**src/rtl/mem_arb_pkg.sv**
```systemverilog
// Shared types for the memory port arbiter: FSM states and request-source tags.
package mem_arb_pkg;
   typedef enum logic [1:0] {ARB, HOLD_I, HOLD_D} arb_state_t;
   typedef enum logic {SRC_I = 1'b0, SRC_D = 1'b1} arb_src_t;
endpackage

```
**src/rtl/mem_port_arbiter_if.sv**
```systemverilog
// Fetch, data and memory-port handshake bundle around the arbiter.
// slave = arbiter view; master = the core/memory environment driving it.
interface mem_port_arbiter_if #(
   parameter int C_BUS_SZ = 32,
   parameter int C_BE_SZ  = C_BUS_SZ/8
);
   logic                ireqready_o, ireqvalid_i;
   logic [1:0]          ireqhpl_i;
   logic [C_BUS_SZ-1:0] ireqaddr_i;
   logic                irspready_i, irspvalid_o, irsprerr_o;
   logic [C_BUS_SZ-1:0] irspdata_o;

   logic                dreqready_o, dreqvalid_i;
   logic [1:0]          dreqhpl_i;
   logic [C_BUS_SZ-1:0] dreqaddr_i;
   logic                dreqwe_i;
   logic [C_BE_SZ-1:0]  dreqbe_i;
   logic [C_BUS_SZ-1:0] dreqdata_i;
   logic                drspready_i, drspvalid_o, drsprerr_o;
   logic [C_BUS_SZ-1:0] drspdata_o;

   logic                mreqready_i, mreqvalid_o;
   logic [1:0]          mreqhpl_o;
   logic [C_BUS_SZ-1:0] mreqaddr_o;
   logic                mreqwe_o;
   logic [C_BE_SZ-1:0]  mreqbe_o;
   logic [C_BUS_SZ-1:0] mreqdata_o;
   logic                mrspready_o, mrspvalid_i, mrsprerr_i;
   logic [C_BUS_SZ-1:0] mrspdata_i;

   modport slave (
      input  ireqvalid_i, ireqhpl_i, ireqaddr_i, irspready_i,
      output ireqready_o, irspvalid_o, irsprerr_o, irspdata_o,
      input  dreqvalid_i, dreqhpl_i, dreqaddr_i, dreqwe_i, dreqbe_i, dreqdata_i, drspready_i,
      output dreqready_o, drspvalid_o, drsprerr_o, drspdata_o,
      input  mreqready_i, mrspvalid_i, mrsprerr_i, mrspdata_i,
      output mreqvalid_o, mreqhpl_o, mreqaddr_o, mreqwe_o, mreqbe_o, mreqdata_o, mrspready_o
   );

   modport master (
      output ireqvalid_i, ireqhpl_i, ireqaddr_i, irspready_i,
      input  ireqready_o, irspvalid_o, irsprerr_o, irspdata_o,
      output dreqvalid_i, dreqhpl_i, dreqaddr_i, dreqwe_i, dreqbe_i, dreqdata_i, drspready_i,
      input  dreqready_o, drspvalid_o, drsprerr_o, drspdata_o,
      output mreqready_i, mrspvalid_i, mrsprerr_i, mrspdata_i,
      input  mreqvalid_o, mreqhpl_o, mreqaddr_o, mreqwe_o, mreqbe_o, mreqdata_o, mrspready_o
   );
endinterface

```
**src/rtl/mem_port_arbiter_fifo.sv**
```systemverilog
// Small circular FIFO; occupancy is tracked by the instantiating block.
module mem_port_arbiter_fifo #(
   parameter int C_FIFO_WIDTH   = 1,
   parameter int C_FIFO_DEPTH_X = 2
) (
   input  logic                    clk_i,
   input  logic                    resetb_i,
   input  logic                    flush_i,
   input  logic                    wrreq_i,
   input  logic [C_FIFO_WIDTH-1:0] wrdata_i,
   input  logic                    rdreq_i,
   output logic [C_FIFO_WIDTH-1:0] rddata_o
);
   logic [2**C_FIFO_DEPTH_X-1:0][C_FIFO_WIDTH-1:0] mem_q;
   logic [C_FIFO_DEPTH_X-1:0]                      wrptr_q, rdptr_q;

   always_ff @(posedge clk_i or negedge resetb_i) begin
      if (!resetb_i) begin
         wrptr_q <= '0;
         rdptr_q <= '0;
      end else if (flush_i) begin
         wrptr_q <= '0;
         rdptr_q <= '0;
      end else begin
         if (wrreq_i) wrptr_q <= wrptr_q + 1'b1;
         if (rdreq_i) rdptr_q <= rdptr_q + 1'b1;
      end
   end

   // Storage needs no reset: reads are only meaningful while the owner's level is non-zero.
   always_ff @(posedge clk_i) begin
      if (wrreq_i) mem_q[wrptr_q] <= wrdata_i;
   end

   assign rddata_o = mem_q[rdptr_q];
endmodule

```
**src/rtl/mem_port_arbiter.sv**
```systemverilog
// Shares one in-order memory port between fetch (I) and data (D); D has priority with a
// starvation guard for I. A tag queue routes in-order responses back to their source.
module mem_port_arbiter
   import mem_arb_pkg::*;
#(
   parameter int C_BUS_SZX    = 5,
   parameter int C_OSTD_X     = 2,
   parameter int C_STARVE_MAX = 4
) (
   input logic          clk_i,
   input logic          resetb_i,
   input logic          clk_en_i,
   mem_port_arbiter_if.slave bus
);
   localparam int C_BUS_SZ = 2**C_BUS_SZX;
   localparam int C_BE_SZ  = C_BUS_SZ/8;
   localparam int SW       = $clog2(C_STARVE_MAX+1);
   localparam logic [SW-1:0]       STARVE_TOP = SW'(C_STARVE_MAX);
   localparam logic [C_OSTD_X:0]   LVL_FULL   = (C_OSTD_X+1)'(2**C_OSTD_X);

   arb_state_t        state_q, state_d;
   logic [SW-1:0]     starve_q;
   logic [C_OSTD_X:0] level_q;
   logic              tagq_full, tagq_empty, req_ok;
   logic              grant_i, grant_d, mreqvalid, fire, rsp_ready, pop;
   logic              head_bit;
   arb_src_t          head;

   assign tagq_full  = (level_q == LVL_FULL);
   assign tagq_empty = (level_q == '0);
   assign req_ok     = clk_en_i & ~tagq_full;

   always_comb begin
      state_d = state_q;
      grant_i = 1'b0;
      grant_d = 1'b0;
      case (state_q)
         ARB: begin
            if (bus.dreqvalid_i && starve_q != STARVE_TOP) grant_d = 1'b1;
            else if (bus.ireqvalid_i)                      grant_i = 1'b1;
         end
         HOLD_I:  grant_i = bus.ireqvalid_i;
         HOLD_D:  grant_d = bus.dreqvalid_i;
         default: ;
      endcase
      mreqvalid = req_ok & (grant_i | grant_d);
      fire      = mreqvalid & bus.mreqready_i;
      // A full queue or a stalled clock leaves the FSM where it is.
      if (req_ok) begin
         if (fire || !mreqvalid) state_d = ARB;
         else                    state_d = grant_d ? HOLD_D : HOLD_I;
      end
   end

   always_ff @(posedge clk_i or negedge resetb_i) begin
      if (!resetb_i) begin
         state_q  <= ARB;
         starve_q <= '0;
         level_q  <= '0;
      end else if (clk_en_i) begin
         state_q <= state_d;
         if (fire && grant_i)                              starve_q <= '0;
         else if (bus.ireqvalid_i && starve_q != STARVE_TOP) starve_q <= starve_q + 1'b1;
         case ({fire, pop})
            2'b10:   level_q <= level_q + 1'b1;
            2'b01:   level_q <= level_q - 1'b1;
            default: ;
         endcase
      end
   end

   mem_port_arbiter_fifo #(
      .C_FIFO_WIDTH   (1),
      .C_FIFO_DEPTH_X (C_OSTD_X)
   ) u_tagq (
      .clk_i    (clk_i),
      .resetb_i (resetb_i),
      .flush_i  (1'b0),
      .wrreq_i  (fire),
      .wrdata_i (grant_d),
      .rdreq_i  (pop),
      .rddata_o (head_bit)
   );

   assign bus.mreqvalid_o = mreqvalid;
   assign bus.ireqready_o = mreqvalid & grant_i & bus.mreqready_i;
   assign bus.dreqready_o = mreqvalid & grant_d & bus.mreqready_i;
   assign bus.mreqhpl_o   = grant_d ? bus.dreqhpl_i  : bus.ireqhpl_i;
   assign bus.mreqaddr_o  = grant_d ? bus.dreqaddr_i : bus.ireqaddr_i;
   assign bus.mreqwe_o    = grant_d & bus.dreqwe_i;
   assign bus.mreqbe_o    = grant_d ? bus.dreqbe_i   : {C_BE_SZ{1'b1}};
   assign bus.mreqdata_o  = grant_d ? bus.dreqdata_i : {C_BUS_SZ{1'b0}};

   assign head      = arb_src_t'(head_bit);
   assign rsp_ready = clk_en_i & ~tagq_empty & ((head == SRC_D) ? bus.drspready_i : bus.irspready_i);
   assign pop       = bus.mrspvalid_i & rsp_ready;

   assign bus.mrspready_o = rsp_ready;
   assign bus.irspvalid_o = clk_en_i & bus.mrspvalid_i & ~tagq_empty & (head == SRC_I);
   assign bus.drspvalid_o = clk_en_i & bus.mrspvalid_i & ~tagq_empty & (head == SRC_D);
   assign bus.irsprerr_o  = bus.mrsprerr_i;
   assign bus.drsprerr_o  = bus.mrsprerr_i;
   assign bus.irspdata_o  = bus.mrspdata_i;
   assign bus.drspdata_o  = bus.mrspdata_i;

   // A response with nothing outstanding means the memory side broke ordering.
   a_rsp_has_tag: assert property (@(posedge clk_i) disable iff (!resetb_i)
      !(clk_en_i && bus.mrspvalid_i && tagq_empty));
endmodule

```
**src/flat_wrapper.sv**
```systemverilog
// flat-port wrapper written by rule: the top's interface ports become plain ports
module mem_port_arbiter_flat import mem_arb_pkg::*;
#(
   parameter int C_BUS_SZX    = 5,
   parameter int C_OSTD_X     = 2,
   parameter int C_STARVE_MAX = 4
)
  (clk_i, resetb_i, clk_en_i, bus_ireqvalid_i, bus_ireqhpl_i, bus_ireqaddr_i, bus_irspready_i, bus_ireqready_o, bus_irspvalid_o, bus_irsprerr_o, bus_irspdata_o, bus_dreqvalid_i, bus_dreqhpl_i, bus_dreqaddr_i, bus_dreqwe_i, bus_dreqbe_i, bus_dreqdata_i, bus_drspready_i, bus_dreqready_o, bus_drspvalid_o, bus_drsprerr_o, bus_drspdata_o, bus_mreqready_i, bus_mrspvalid_i, bus_mrsprerr_i, bus_mrspdata_i, bus_mreqvalid_o, bus_mreqhpl_o, bus_mreqaddr_o, bus_mreqwe_o, bus_mreqbe_o, bus_mreqdata_o, bus_mrspready_o);
  mem_port_arbiter_if #(.C_BUS_SZ(32)) bus_i ();
  input logic clk_i;
  input logic resetb_i;
  input logic clk_en_i;
  input wire logic [$bits(bus_i.ireqvalid_i)-1:0] bus_ireqvalid_i;
  input wire logic [$bits(bus_i.ireqhpl_i)-1:0] bus_ireqhpl_i;
  input wire logic [$bits(bus_i.ireqaddr_i)-1:0] bus_ireqaddr_i;
  input wire logic [$bits(bus_i.irspready_i)-1:0] bus_irspready_i;
  output wire logic [$bits(bus_i.ireqready_o)-1:0] bus_ireqready_o;
  output wire logic [$bits(bus_i.irspvalid_o)-1:0] bus_irspvalid_o;
  output wire logic [$bits(bus_i.irsprerr_o)-1:0] bus_irsprerr_o;
  output wire logic [$bits(bus_i.irspdata_o)-1:0] bus_irspdata_o;
  input wire logic [$bits(bus_i.dreqvalid_i)-1:0] bus_dreqvalid_i;
  input wire logic [$bits(bus_i.dreqhpl_i)-1:0] bus_dreqhpl_i;
  input wire logic [$bits(bus_i.dreqaddr_i)-1:0] bus_dreqaddr_i;
  input wire logic [$bits(bus_i.dreqwe_i)-1:0] bus_dreqwe_i;
  input wire logic [$bits(bus_i.dreqbe_i)-1:0] bus_dreqbe_i;
  input wire logic [$bits(bus_i.dreqdata_i)-1:0] bus_dreqdata_i;
  input wire logic [$bits(bus_i.drspready_i)-1:0] bus_drspready_i;
  output wire logic [$bits(bus_i.dreqready_o)-1:0] bus_dreqready_o;
  output wire logic [$bits(bus_i.drspvalid_o)-1:0] bus_drspvalid_o;
  output wire logic [$bits(bus_i.drsprerr_o)-1:0] bus_drsprerr_o;
  output wire logic [$bits(bus_i.drspdata_o)-1:0] bus_drspdata_o;
  input wire logic [$bits(bus_i.mreqready_i)-1:0] bus_mreqready_i;
  input wire logic [$bits(bus_i.mrspvalid_i)-1:0] bus_mrspvalid_i;
  input wire logic [$bits(bus_i.mrsprerr_i)-1:0] bus_mrsprerr_i;
  input wire logic [$bits(bus_i.mrspdata_i)-1:0] bus_mrspdata_i;
  output wire logic [$bits(bus_i.mreqvalid_o)-1:0] bus_mreqvalid_o;
  output wire logic [$bits(bus_i.mreqhpl_o)-1:0] bus_mreqhpl_o;
  output wire logic [$bits(bus_i.mreqaddr_o)-1:0] bus_mreqaddr_o;
  output wire logic [$bits(bus_i.mreqwe_o)-1:0] bus_mreqwe_o;
  output wire logic [$bits(bus_i.mreqbe_o)-1:0] bus_mreqbe_o;
  output wire logic [$bits(bus_i.mreqdata_o)-1:0] bus_mreqdata_o;
  output wire logic [$bits(bus_i.mrspready_o)-1:0] bus_mrspready_o;
  assign bus_i.ireqvalid_i = bus_ireqvalid_i;
  assign bus_i.ireqhpl_i = bus_ireqhpl_i;
  assign bus_i.ireqaddr_i = bus_ireqaddr_i;
  assign bus_i.irspready_i = bus_irspready_i;
  assign bus_ireqready_o = bus_i.ireqready_o;
  assign bus_irspvalid_o = bus_i.irspvalid_o;
  assign bus_irsprerr_o = bus_i.irsprerr_o;
  assign bus_irspdata_o = bus_i.irspdata_o;
  assign bus_i.dreqvalid_i = bus_dreqvalid_i;
  assign bus_i.dreqhpl_i = bus_dreqhpl_i;
  assign bus_i.dreqaddr_i = bus_dreqaddr_i;
  assign bus_i.dreqwe_i = bus_dreqwe_i;
  assign bus_i.dreqbe_i = bus_dreqbe_i;
  assign bus_i.dreqdata_i = bus_dreqdata_i;
  assign bus_i.drspready_i = bus_drspready_i;
  assign bus_dreqready_o = bus_i.dreqready_o;
  assign bus_drspvalid_o = bus_i.drspvalid_o;
  assign bus_drsprerr_o = bus_i.drsprerr_o;
  assign bus_drspdata_o = bus_i.drspdata_o;
  assign bus_i.mreqready_i = bus_mreqready_i;
  assign bus_i.mrspvalid_i = bus_mrspvalid_i;
  assign bus_i.mrsprerr_i = bus_mrsprerr_i;
  assign bus_i.mrspdata_i = bus_mrspdata_i;
  assign bus_mreqvalid_o = bus_i.mreqvalid_o;
  assign bus_mreqhpl_o = bus_i.mreqhpl_o;
  assign bus_mreqaddr_o = bus_i.mreqaddr_o;
  assign bus_mreqwe_o = bus_i.mreqwe_o;
  assign bus_mreqbe_o = bus_i.mreqbe_o;
  assign bus_mreqdata_o = bus_i.mreqdata_o;
  assign bus_mrspready_o = bus_i.mrspready_o;
  mem_port_arbiter #(.C_BUS_SZX(C_BUS_SZX), .C_OSTD_X(C_OSTD_X), .C_STARVE_MAX(C_STARVE_MAX)) u_core (.clk_i(clk_i), .resetb_i(resetb_i), .clk_en_i(clk_en_i), .bus(bus_i));
endmodule
```
**config.mk**
```make
export PLATFORM = sky130hd
export DESIGN_NAME = mem_port_arbiter_flat
export DESIGN_NICKNAME = d
export VERILOG_FILES = /design/src/rtl/mem_arb_pkg.sv /design/src/rtl/mem_port_arbiter_if.sv /design/src/rtl/mem_port_arbiter_fifo.sv /design/src/rtl/mem_port_arbiter.sv /design/src/flat_wrapper.sv
export SDC_FILE = /design/constraint.sdc
export NUM_CORES = 1
export LEC_CHECK = 0
export ABC_AREA = 1
export BUFFER_PORTS_ARGS = -buffer_cell sky130_fd_sc_hd__buf_2
export CORE_AREA = 2 2 112 114
export DETAILED_ROUTE_END_ITERATION = 16
export DIE_AREA = 0 0 114 116
export PLACE_DENSITY_LB_ADDON = 0.05
export SKIP_LAST_GASP = 1
export SLEW_MARGIN = 20
export SYNTH_ARGS = -nofsm -noshare
export SYNTH_HDL_FRONTEND = slang
export SYNTH_SLANG_ARGS = --single-unit
```
**constraint.sdc**
```tcl
create_clock -name clk_i -period 5.51 [get_ports clk_i]
set_input_delay 0.8265 -clock clk_i [delete_from_list [all_inputs] [get_ports clk_i]]
set_output_delay 0.8265 -clock clk_i [all_outputs]
set_load 0.01 [all_outputs]
```
==> results of run 1 <==
## state kept, by name, summed over array words and instances (netlist names)
register and cells:
u_core.u_tagq.mem_q 4, u_core.level_q 3, u_core.starve_q 3, u_core.state_q 2, u_core.u_tagq.rdptr_q 2, u_core.u_tagq.wrptr_q 2
## stage by stage
step | power (mW) | setup WS (ps) | cells
global route | 0.9673 | 1617 | 635
detailed placement | 0.7342 | 2123 | 631
CTS | 0.8945 | 1855 | 635
floorplan | 0.5663 | 3064 | 370
finish | 0.8697 | 1951 | 637
global placement | 0.7338 | 2203 | 631
## metal layers
metal / track usage [%] / share of wire, %
met1: 14.08 / 39
met2: 21.19 / 51
met3: 5.282 / 10
met4: 1.870 / 0.39
met5: 0 / 0.080
## kinds of logic (layout without fill, tap and decap cells)
group / Yosys count / count (layout)
fa+ha+maj: 8 / 8
xor+xnor: 4 / 4
buf+inv: 136 / 254
other cells: 0 / 2
compound gates: 7 / 7
flops: 16 / 16
simple gates: 199 / 199
## area by class of cell
class / count / area, um2
Antenna cell: 2 / 5.005
Clock buffer: 4 / 88.84
Fill cell: 1416 / 9035
Inverter: 59 / 221.5
Multi-Input combinational cell: 218 / 998.5
Sequential cell: 16 / 420.4
Tap cell: 147 / 183.9
Timing Repair Buffer: 191 / 958.4
## worst register-to-register path, cell delays in order (launching register included)
cell	delay [ps]
dfrtp_1	390
inv_1	80
ha_1	140
nand2_1	100
o21ai_4	780
nor2_1	150
nor2_2	190
nor2_2	80
inv_2	110
ha_1	160
inv_1	60
fa_1	370
o21ai_0	160
a21oi_1	80
xor2_1	150
## where the power goes
group	internal (mW)	switching, mW
Combinational	0.197	0.318
Clock	0.110	0.0438
Sequential	0.165	0.0352
## layout by cell type (no fill, tap or decap), types with 2 or more instances in the layout
master,count
o21ai_0,3
diode_2,2
edfxtp_1,4
buf_2,190
inv_1,57
xor2_1,4
nor2_2,3
nor2_1,43
or2_2,4
nand4_1,5
dfrtp_1,12
a21oi_1,3
nand2_1,136
clkbuf_16,3
inv_2,2
nand3_1,4
ha_1,7
## worst paths after layout
path | startpoint | to | slack, ps
setup / recovery | u_core.starve_q[0] | bus_mreqaddr_o[15] | 1950
hold / removal | resetb_i | u_core.u_tagq.rdptr_q[1] | 460
setup reg to reg | u_core.starve_q[0] | u_core.level_q[2] | 2380
hold reg to reg | u_core.state_q[0] | u_core.state_q[0] | 480
max in group asynchronous | resetb_i | u_core.u_tagq.wrptr_q[1] | 4820
min in group clk_i | u_core.state_q[0] | u_core.state_q[0] | 480
==> flow_metrics.py, run 1 <==
metrics = {
    "timing": {
        "worstMarginPinSlew_ps": 1001,
        "hold_ws_ps": 460.2,
        "final-setup-viol-count": 0,
        "period_share_pct": 64.60,
        "max_freq_mhz": 280.9,
        "timing.slew.headroom_pct": 33.02,
        "slew_viol_final": 0,
        "rsz0062_at_grt": "false",
        "setup_tns_ps": 0,
        "hold_viol": 0,
        "fin_skew_ps": 4.602,
        "min_period_ps": 3559,
    },
    "clock_tree": {
        "path_clk_slew_ps": 50,
        "cts_root_buf": "clkbuf_16",
        "postCtsHoldBufs": 0,
        "cts-buffers-inserted": 3,
        "clockBufferDepth": 2,
        "cts_tree": "done",
        "cts_num_sinks": 16,
        "cts-resized-gates": 0,
        "cts_htree_levels": 1,
        "clock_latency_ps": 240,
        "postCtsSetupRepairBufs": 0,
    },
    "floorplan": {
        "dieArea_um2": 13220,
        "die_h_um": 116,
        "initial_core_util_pct": 18.39,
        "rows": 40,
        "io_pins": 290,
        "die_x_um": 114,
        "core_area_um2": 11910,
    },
    "logic_synthesis": {
        "synth_most_common_cell": "nand2_1",
        "yosysTopAreaCellShare_pct": 23.30,
        "synth_compound_area_share_pct": 1.770,
        "synth_xor_area_share_pct": 1.599,
        "ys_seq_area_share_pct": 19.19,
        "synth-adder-area-share_pct": 4.911,
        "synth.distinct_cells": 24,
        "async_flop_share_pct": 75.00,
        "yosys-top-cells-count": "nand2_1 (136), buf_4 (68), inv_1 (57)",
        "syn_area_per_cell_um2": 5.921,
        "synth_top_family_by_area": "simple AND/OR/NAND/NOR gates",
        "synth_area_leaders": "buf_4 (23%), nand2_1 (23%), dfrtp_1 (14%)",
        "syn-num-nets": 525,
        "ys_seq_elements": 16,
        "synthMuxAreaShare_pct": 0,
        "synth-simple-area-share_pct": 36.95,
        "synth-edff-count": 4,
        "synth_flop_cell": "dfrtp_1",
        "synthCells": 370,
        "ys_warn_count": 0,
        "synth.largest_area_cell": "buf_4",
        "netlist_area_um2": 2191,
    },
    "setup_path": {
        "path_buf_inv": 3,
        "critPathArrivalTime_ps": 2730,
        "critPathTopFamily": "buffers and inverters",
        "slowest_stage": "o21ai_4",
        "cpMostUsedCell": "nand2_1",
        "endpoint_kind": "output pin",
        "path_cells": "inv_1, ha_1, nand2_1, o21ai_4, inv_2, nand2_1, nand2_1, buf_2",
        "crit_path_start_kind": "register",
        "crit_fanout": 38,
        "crit_type": "register to output pin",
        "r2r_cells": 14,
        "critPathMaxStageDelay_ps": 780,
        "critPathRequiredTime_ps": 4680,
        "critical_path_depth": 8,
    },
    "place": {
        "gp_congestion": 0.7252,
        "placed_cell_area_um2": 2783,
        "place_hpwl_um": 7722,
        "port_buffers": 190,
    },
    "grt": {
        "overflow": 0,
        "grt_use_total_pct": 12.13,
        "grt_max_degree": 39,
        "grt_pass1_vias": 2209,
        "antenna_found_initial": 3,
        "grt_pass1_wl_um": 12320,
    },
    "finish": {
        "postLayoutCellArea_um2": 2877,
        "drive_above_1_share_pct": 42.62,
        "area_growth_pct": 31.30,
        "num-nets-final": 644,
        "fin_util_pct": 24.15,
    },
    "routing": {
        "detail-route-antenna-nets": 0,
        "vias": 2363,
        "wire_per_inst_um": 13.76,
        "drc": 0,
        "wirelength_um": 8762,
        "viasPerCell": 3.710,
        "drt_iter0_drc": 67,
        "drtPass1Iterations": 4,
    },
    "power_and_ir_drop": {
        "ir_drop_v": 0.00009709,
        "cellPowerDensity_nw_per_um2": 302.4,
        "power.leakage_nw": 1.933,
    },
    "job": {
        "drv_cap": 0,
    },
    "min_path": {
        "hp-class": "input port to async pin",
    },
    "status": {
        "status": "complete, no violations",
    },
}
No activity file was read; power rests on OpenSTA's default activity.
==> inputs of run 2 (changes only) <==
CORE_AREA = 2 2 114 116   (was 2 2 112 114)
DIE_AREA = 0 0 116 118   (was 0 0 114 116)
clock period = 2.97 ns   (was 5.51 ns; I/O delays follow)
==> run 2 against run 1 <==
- utilization fell by 0.63 points
- global-route usage is 0.47 points lower
- sequential share of layout area decreased by 0.22 points
- first-iteration DRC count did not move
- sequential power increased by 87%
- critical endpoint is now bus_mreqaddr_o[13]
==> flow_metrics.py, run 2 (synthesized netlist as in run 1, its figures left out) <==
metrics = {
    "clock_tree": {
        "postCtsSetupRepairBufs": 0,
        "cts_tree": "done",
        "clock_latency_ps": 250,
        "clockBufferDepth": 2,
        "cts-buffers-inserted": 3,
        "cts-resized-gates": 0,
        "postCtsHoldBufs": 0,
        "cts_root_buf": "clkbuf_16",
        "cts_num_sinks": 16,
        "path_clk_slew_ps": 50,
        "cts_htree_levels": 1,
    },
    "grt": {
        "grt_max_degree": 41,
        "grt_pass1_wl_um": 12440,
        "grt_pass1_vias": 2293,
        "overflow": 0,
        "grt_use_total_pct": 11.66,
        "antenna_found_initial": 0,
    },
    "finish": {
        "top_regs": "u_core.u_tagq.mem_q (4), u_core.level_q (3), u_core.starve_q (3)",
        "drive_above_1_share_pct": 42.65,
        "num-nets-final": 646,
        "postLayoutCellArea_um2": 2920,
        "largest_reg_flops": 4,
        "num_antenna_cells": 0,
        "layout.cells.most_common_list": "buf_2 (190), nand2_1 (136), inv_1 (57)",
        "fillCellCount": 1474,
        "top_register": "u_core.u_tagq.mem_q",
        "area_growth_pct": 33.30,
        "layout_commonest_cell": "buf_2",
    },
    "timing": {
        "slew_viol_final": 0,
        "timing.slew.headroom_pct": 70.33,
        "rsz0062_at_grt": "false",
        "period_share_pct": 86.76,
        "fin_skew_ps": 2.700,
        "final-setup-viol-count": 0,
        "worstMarginPinSlew_ps": 445.1,
        "max_freq_mhz": 388.1,
        "min_period_ps": 2577,
        "hold_viol": 0,
        "setup_tns_ps": 0,
    },
    "floorplan": {
        "dieArea_um2": 13690,
        "core_area_um2": 12410,
        "io_pins": 290,
        "die_x_um": 116,
        "initial_core_util_pct": 17.65,
        "rows": 41,
        "die_h_um": 118,
    },
    "routing": {
        "vias": 2385,
        "drt_iter0_drc": 67,
        "drtPass1Iterations": 4,
        "wirelength_um": 8303,
        "wire_per_inst_um": 12.54,
        "drc": 0,
        "viasPerCell": 3.603,
        "detail-route-antenna-nets": 0,
    },
    "power_and_ir_drop": {
        "cellPowerDensity_nw_per_um2": 548.5,
        "ir_drop_v": 0.0001494,
        "power.leakage_nw": 1.941,
    },
    "setup_path": {
        "endpoint_kind": "output pin",
        "critPathTopFamily": "buffers and inverters",
        "ff2ff_setup_slack_ps": 680,
        "slowest_stage": "buf_4",
        "r2r_start": "u_core.starve_q[0]",
        "crit_type": "register to output pin",
        "critPathArrivalTime_ps": 2130,
        "crit_fanout": 40,
        "regToRegEndpoint": "u_core.level_q[2]",
        "critPathCapture": "bus_mreqaddr_o[13]",
        "crit_path_start_kind": "register",
        "critical_path_depth": 10,
        "path_cells": "inv_1, ha_1, nand2_1, o21ai_4, buf_4, inv_2, buf_12, nand2_1, nand2_1, buf_2",
        "cpMostUsedCell": "nand2_1",
        "path_buf_inv": 5,
        "r2r_cells": 14,
        "critPathMaxStageDelay_ps": 410,
        "critPathLaunch": "u_core.starve_q[0]",
        "critPathRequiredTime_ps": 2520,
    },
    "status": {
        "status": "complete, no violations",
    },
    "place": {
        "gp_congestion": 0.7999,
        "placed_cell_area_um2": 2841,
        "port_buffers": 190,
        "place_hpwl_um": 7194,
    },
    "job": {
        "drv_cap": 0,
    },
    "min_path": {
        "hp-class": "input port to async pin",
    },
}
-- run 2: layer usage --
metal  track usage [%]  up-vias  part of all wire (%)
met5                 0        -                     0
met1             12.65     1015                    38
met3             4.068        6                   8.4
li1                  -     1244                     -
met4             2.753        0                  0.96
met2             21.35      120                    53
-- run 2: how the worst min path moves through the flow --
stage                                    end  slack, ps
CTS                        u_core.state_q[1]         90
floorplan                  u_core.level_q[0]        150
detailed placement  u_core.u_tagq.rdptr_q[0]        360
global route               u_core.level_q[2]        100
finish                     u_core.level_q[2]         90
global placement    u_core.u_tagq.rdptr_q[1]        370
-- run 2: cell type report --
| class | count | area [um2] | share of cell area, % |
|---|---|---|---|
| multi-input cells | 218 | 998.5 | 34.19 |
| repair buffers | 193 | 985.9 | 33.76 |
| flip-flops and latches | 16 | 420.4 | 14.40 |
| inverters | 59 | 221.5 | 7.584 |
| well taps | 172 | 215.2 | 7.369 |
| clock buffers | 4 | 78.83 | 2.699 |
-- run 2: worst reg2reg max path, stage by stage, from the launching register on --
cell and delay (ps):
dfrtp_1 390, inv_1 80, ha_1 140, nand2_1 100
o21ai_4 160, nor2_1 80, nor2_2 120, nor2_2 70
inv_2 100, ha_1 150, inv_1 60, fa_1 370
o21ai_0 150, a21oi_1 70, xor2_1 140
-- run 2: through the flow --
step           instances  setup slack (ps)  power [mW]  util [%]  hold WS (ps)
5_1_grt              662             233.8       1.775     23.52         100.3
3_3_place_gp         658             662.7       1.371     22.89         365.1
2_1_floorplan        370             808.7       1.051         -         149.9
6_report             662             393.3       1.602     23.52         86.16
3_5_place_dp         658             648.2       1.364     22.89         355.9
4_1_cts              662             371.0       1.644     23.52         89.81
-- run 2: where the power goes --
part	internal, mW	leakage (nW)	total, mW	switching (mW)
sequential	0.306	0.185	0.374	0.0683
clock	0.182	0.0382	0.267	0.0847
combinational	0.379	1.72	0.961	0.582
==> inputs of run 3 (changes only) <==
CTS_CLUSTER_DIAMETER = 150   (was default)
SYNTH_HIERARCHICAL = 1   (was default)
==> run 3 against run 2 <==
- clock skew decreased by 1.0 ps
- final cell count increased by 0.91%
- area after synthesis increased by 0.34%
- wire length decreased by 11%
- synthesized cell count increased by 1.1%
- power increased by 2.7%
- sequential share of layout area about the same
- utilization about the same
- die area unchanged
- non-clock buffer count unchanged
==> flow_metrics.py, run 3 <==
metrics = {
    "status": {
        "status": "complete, no violations",
    },
    "setup_path": {
        "critPathRequiredTime_ps": 2520,
        "r2r_cells": 14,
        "critPathArrivalTime_ps": 2100,
        "critPathTopFamily": "buffers and inverters",
        "cpMostUsedCell": "nand2_1",
        "critPathMaxStageDelay_ps": 540,
        "critical_path_depth": 8,
        "crit_fanout": 71,
        "crit_type": "register to output pin",
        "crit_path_start_kind": "register",
        "path_cells": "inv_1, ha_1, nand2_1, o21ai_4, buf_4, nand2_1, nand2_1, buf_2",
        "slowest_stage": "buf_4",
        "endpoint_kind": "output pin",
        "path_buf_inv": 3,
    },
    "timing": {
        "max_freq_mhz": 392.5,
        "period_share_pct": 85.78,
        "fin_ws_ps": 422.2,
        "worstMarginPinSlew_ps": 694.8,
        "hold_ws_ps": 93.83,
        "setup_tns_ps": 0,
        "timing.slew.headroom_pct": 53.68,
        "fin_skew_ps": 1.691,
        "final-setup-viol-count": 0,
        "min_period_ps": 2548,
        "hold_viol": 0,
        "slew_viol_final": 0,
        "rsz0062_at_grt": "false",
    },
    "routing": {
        "detail-route-antenna-nets": 0,
        "top_layer": "met4",
        "wire_per_inst_um": 11.10,
        "drtPass1Iterations": 4,
        "route.met2.wl_um": 3928,
        "vias": 2397,
        "wirelength_um": 7418,
        "drc": 0,
        "wl_met1_um": 2754,
        "drt_iter0_drc": 61,
        "dr_wl_met3_um": 687,
        "viasPerCell": 3.588,
    },
    "finish": {
        "postLayoutCellArea_um2": 2924,
        "layout.cells.most_common_list": "buf_2 (190), nand2_1 (130), inv_1 (63)",
        "layout_commonest_cell": "buf_2",
        "top_register": "u_core/u_tagq/mem_q",
        "area_growth_pct": 33.01,
        "num_antenna_cells": 0,
        "fin_util_pct": 23.55,
        "num-nets-final": 652,
        "drive_above_1_share_pct": 42.54,
        "largest_reg_flops": 4,
        "top_regs": "u_core/u_tagq/mem_q (4), u_core/level_q (3), u_core/starve_q (3)",
        "final_cells": 668,
    },
    "power_and_ir_drop": {
        "share_seq_of_total_power_pct": 20.5,
        "power.leakage_nw": 1.958,
        "p_total_mw": 1.645,
        "cellPowerDensity_nw_per_um2": 562.5,
        "power.share.clock_pct": 16.3,
        "p_int_mw": 0.8700,
        "swShare_pct": 47.10,
        "p_sw_mw": 0.7748,
        "p_comb_share_pct": 63.2,
        "ir_drop_v": 0.0003184,
    },
    "logic_synthesis": {
        "syn_area_per_cell_um2": 5.878,
        "synth_most_common_cell": "nand2_1",
        "ys_seq_area_share_pct": 19.12,
        "async_flop_share_pct": 75.00,
        "synth_flop_cell": "dfrtp_1",
        "synth_area_leaders": "buf_4 (23%), nand2_1 (22%), dfrtp_1 (14%)",
        "yosysTopAreaCellShare_pct": 22.54,
        "synth.largest_area_cell": "buf_4",
        "netlist_area_um2": 2198,
        "ys_warn_count": 6,
        "synthCells": 374,
        "ys_seq_elements": 16,
        "synth.distinct_cells": 25,
        "synth-edff-count": 4,
        "yosys-top-cells-count": "nand2_1 (130), buf_4 (66), inv_1 (63)",
    },
    "place": {
        "gp_congestion": 0.7961,
        "placed_cell_area_um2": 2845,
        "dp_slack_ps": 557.7,
        "place_hpwl_um": 6249,
        "port_buffers": 190,
        "dpl.cell_count": 664,
    },
    "clock_tree": {
        "clockBufferDepth": 2,
        "postCtsSetupRepairBufs": 0,
        "cts-resized-gates": 0,
        "clock_latency_ps": 250,
        "cts_htree_levels": 1,
        "path_clk_slew_ps": 50,
        "postCtsHoldBufs": 0,
        "cts_num_sinks": 16,
        "cts_tree": "done",
        "cts-buffers-inserted": 3,
        "cts_root_buf": "clkbuf_16",
    },
    "job": {
        "drv_cap": 0,
    },
    "floorplan": {
        "die_x_um": 116,
        "io_pins": 290,
        "rows": 41,
        "dieArea_um2": 13690,
        "core_area_um2": 12410,
        "initial_core_util_pct": 17.71,
        "die_h_um": 118,
    },
    "grt": {
        "grt_max_degree": 72,
        "antenna_found_initial": 0,
        "grt_pass1_vias": 2260,
        "grt_pass1_wl_um": 11170,
        "grt_use_total_pct": 10.15,
        "overflow": 0,
    },
    "min_path": {
        "hp-class": "input port to async pin",
    },
}
==> run 3: final timing paths <==
path | from | end | slack, ps
min | resetb_i | u_core/u_tagq/rdptr_q[1] | 90
max in group asynchronous | resetb_i | u_core/state_q[0] | 2630
min reg2reg | u_core/level_q[0] | u_core/level_q[0] | 490
max reg2reg | u_core/starve_q[0] | u_core/level_q[2] | 610
min in group clk_i | bus_mreqready_i | u_core/state_q[1] | 460
max | u_core/starve_q[0] | bus_mreqaddr_o[14] | 420
==> run 3: power by group through the flow <==
stage	logic, mW	clock network [mW]	registers, mW
floorplan	0.733	0	0.331
global placement	1.08	0	0.346
detailed placement	1.07	0	0.343
CTS	1.07	0.275	0.339
global route	1.19	0.286	0.346
finish	1.04	0.268	0.337
==> run 3: cell families (layout without fill, tap and decap cells) <==
kind of cell | count (synthesis) | in the layout | share of synthesized area [%]
simple gates | 193 | 193 | 35.06
buf+inv | 142 | 263 | 36.08
flops | 16 | 16 | 19.12
compound gates | 10 | 10 | 3.017
fa+ha+maj | 8 | 8 | 4.895
xor+xnor | 3 | 3 | 1.195
other cells | 1 | 2 | 0.1706
mux | 1 | 1 | 0.4553
==> run 3: final cells by class <==
cell class,instances,area [um2]
clock buffer,3,75.07
clock inverter,1,3.754
fill,1480,9490
inverter,66,247.7
multi-input combinational,217,988.4
sequential,16,420.4
tap,172,215.2
timing repair buffer,193,973.4
==> run 3: worst reg2reg max path, delay by kind of cell, from the launching register on <==
kind | cells | cell delay, ps
AOI/OAI and AO/OA | 3 | 450
xor gates and xnor gates | 1 | 150
adders and majority gates | 2 | 410
buffers and inverters | 3 | 210
DFF | 1 | 390
and+or+nand+nor | 5 | 630
==> run 3: metal layers <==
layer | global-route usage [%] | vias to the layer above
met1 | 10.70 | 997
met4 | 1.488 | 0
met5 | 0 | -
met3 | 2.781 | 10
li1 | - | 1254
met2 | 19.96 | 136
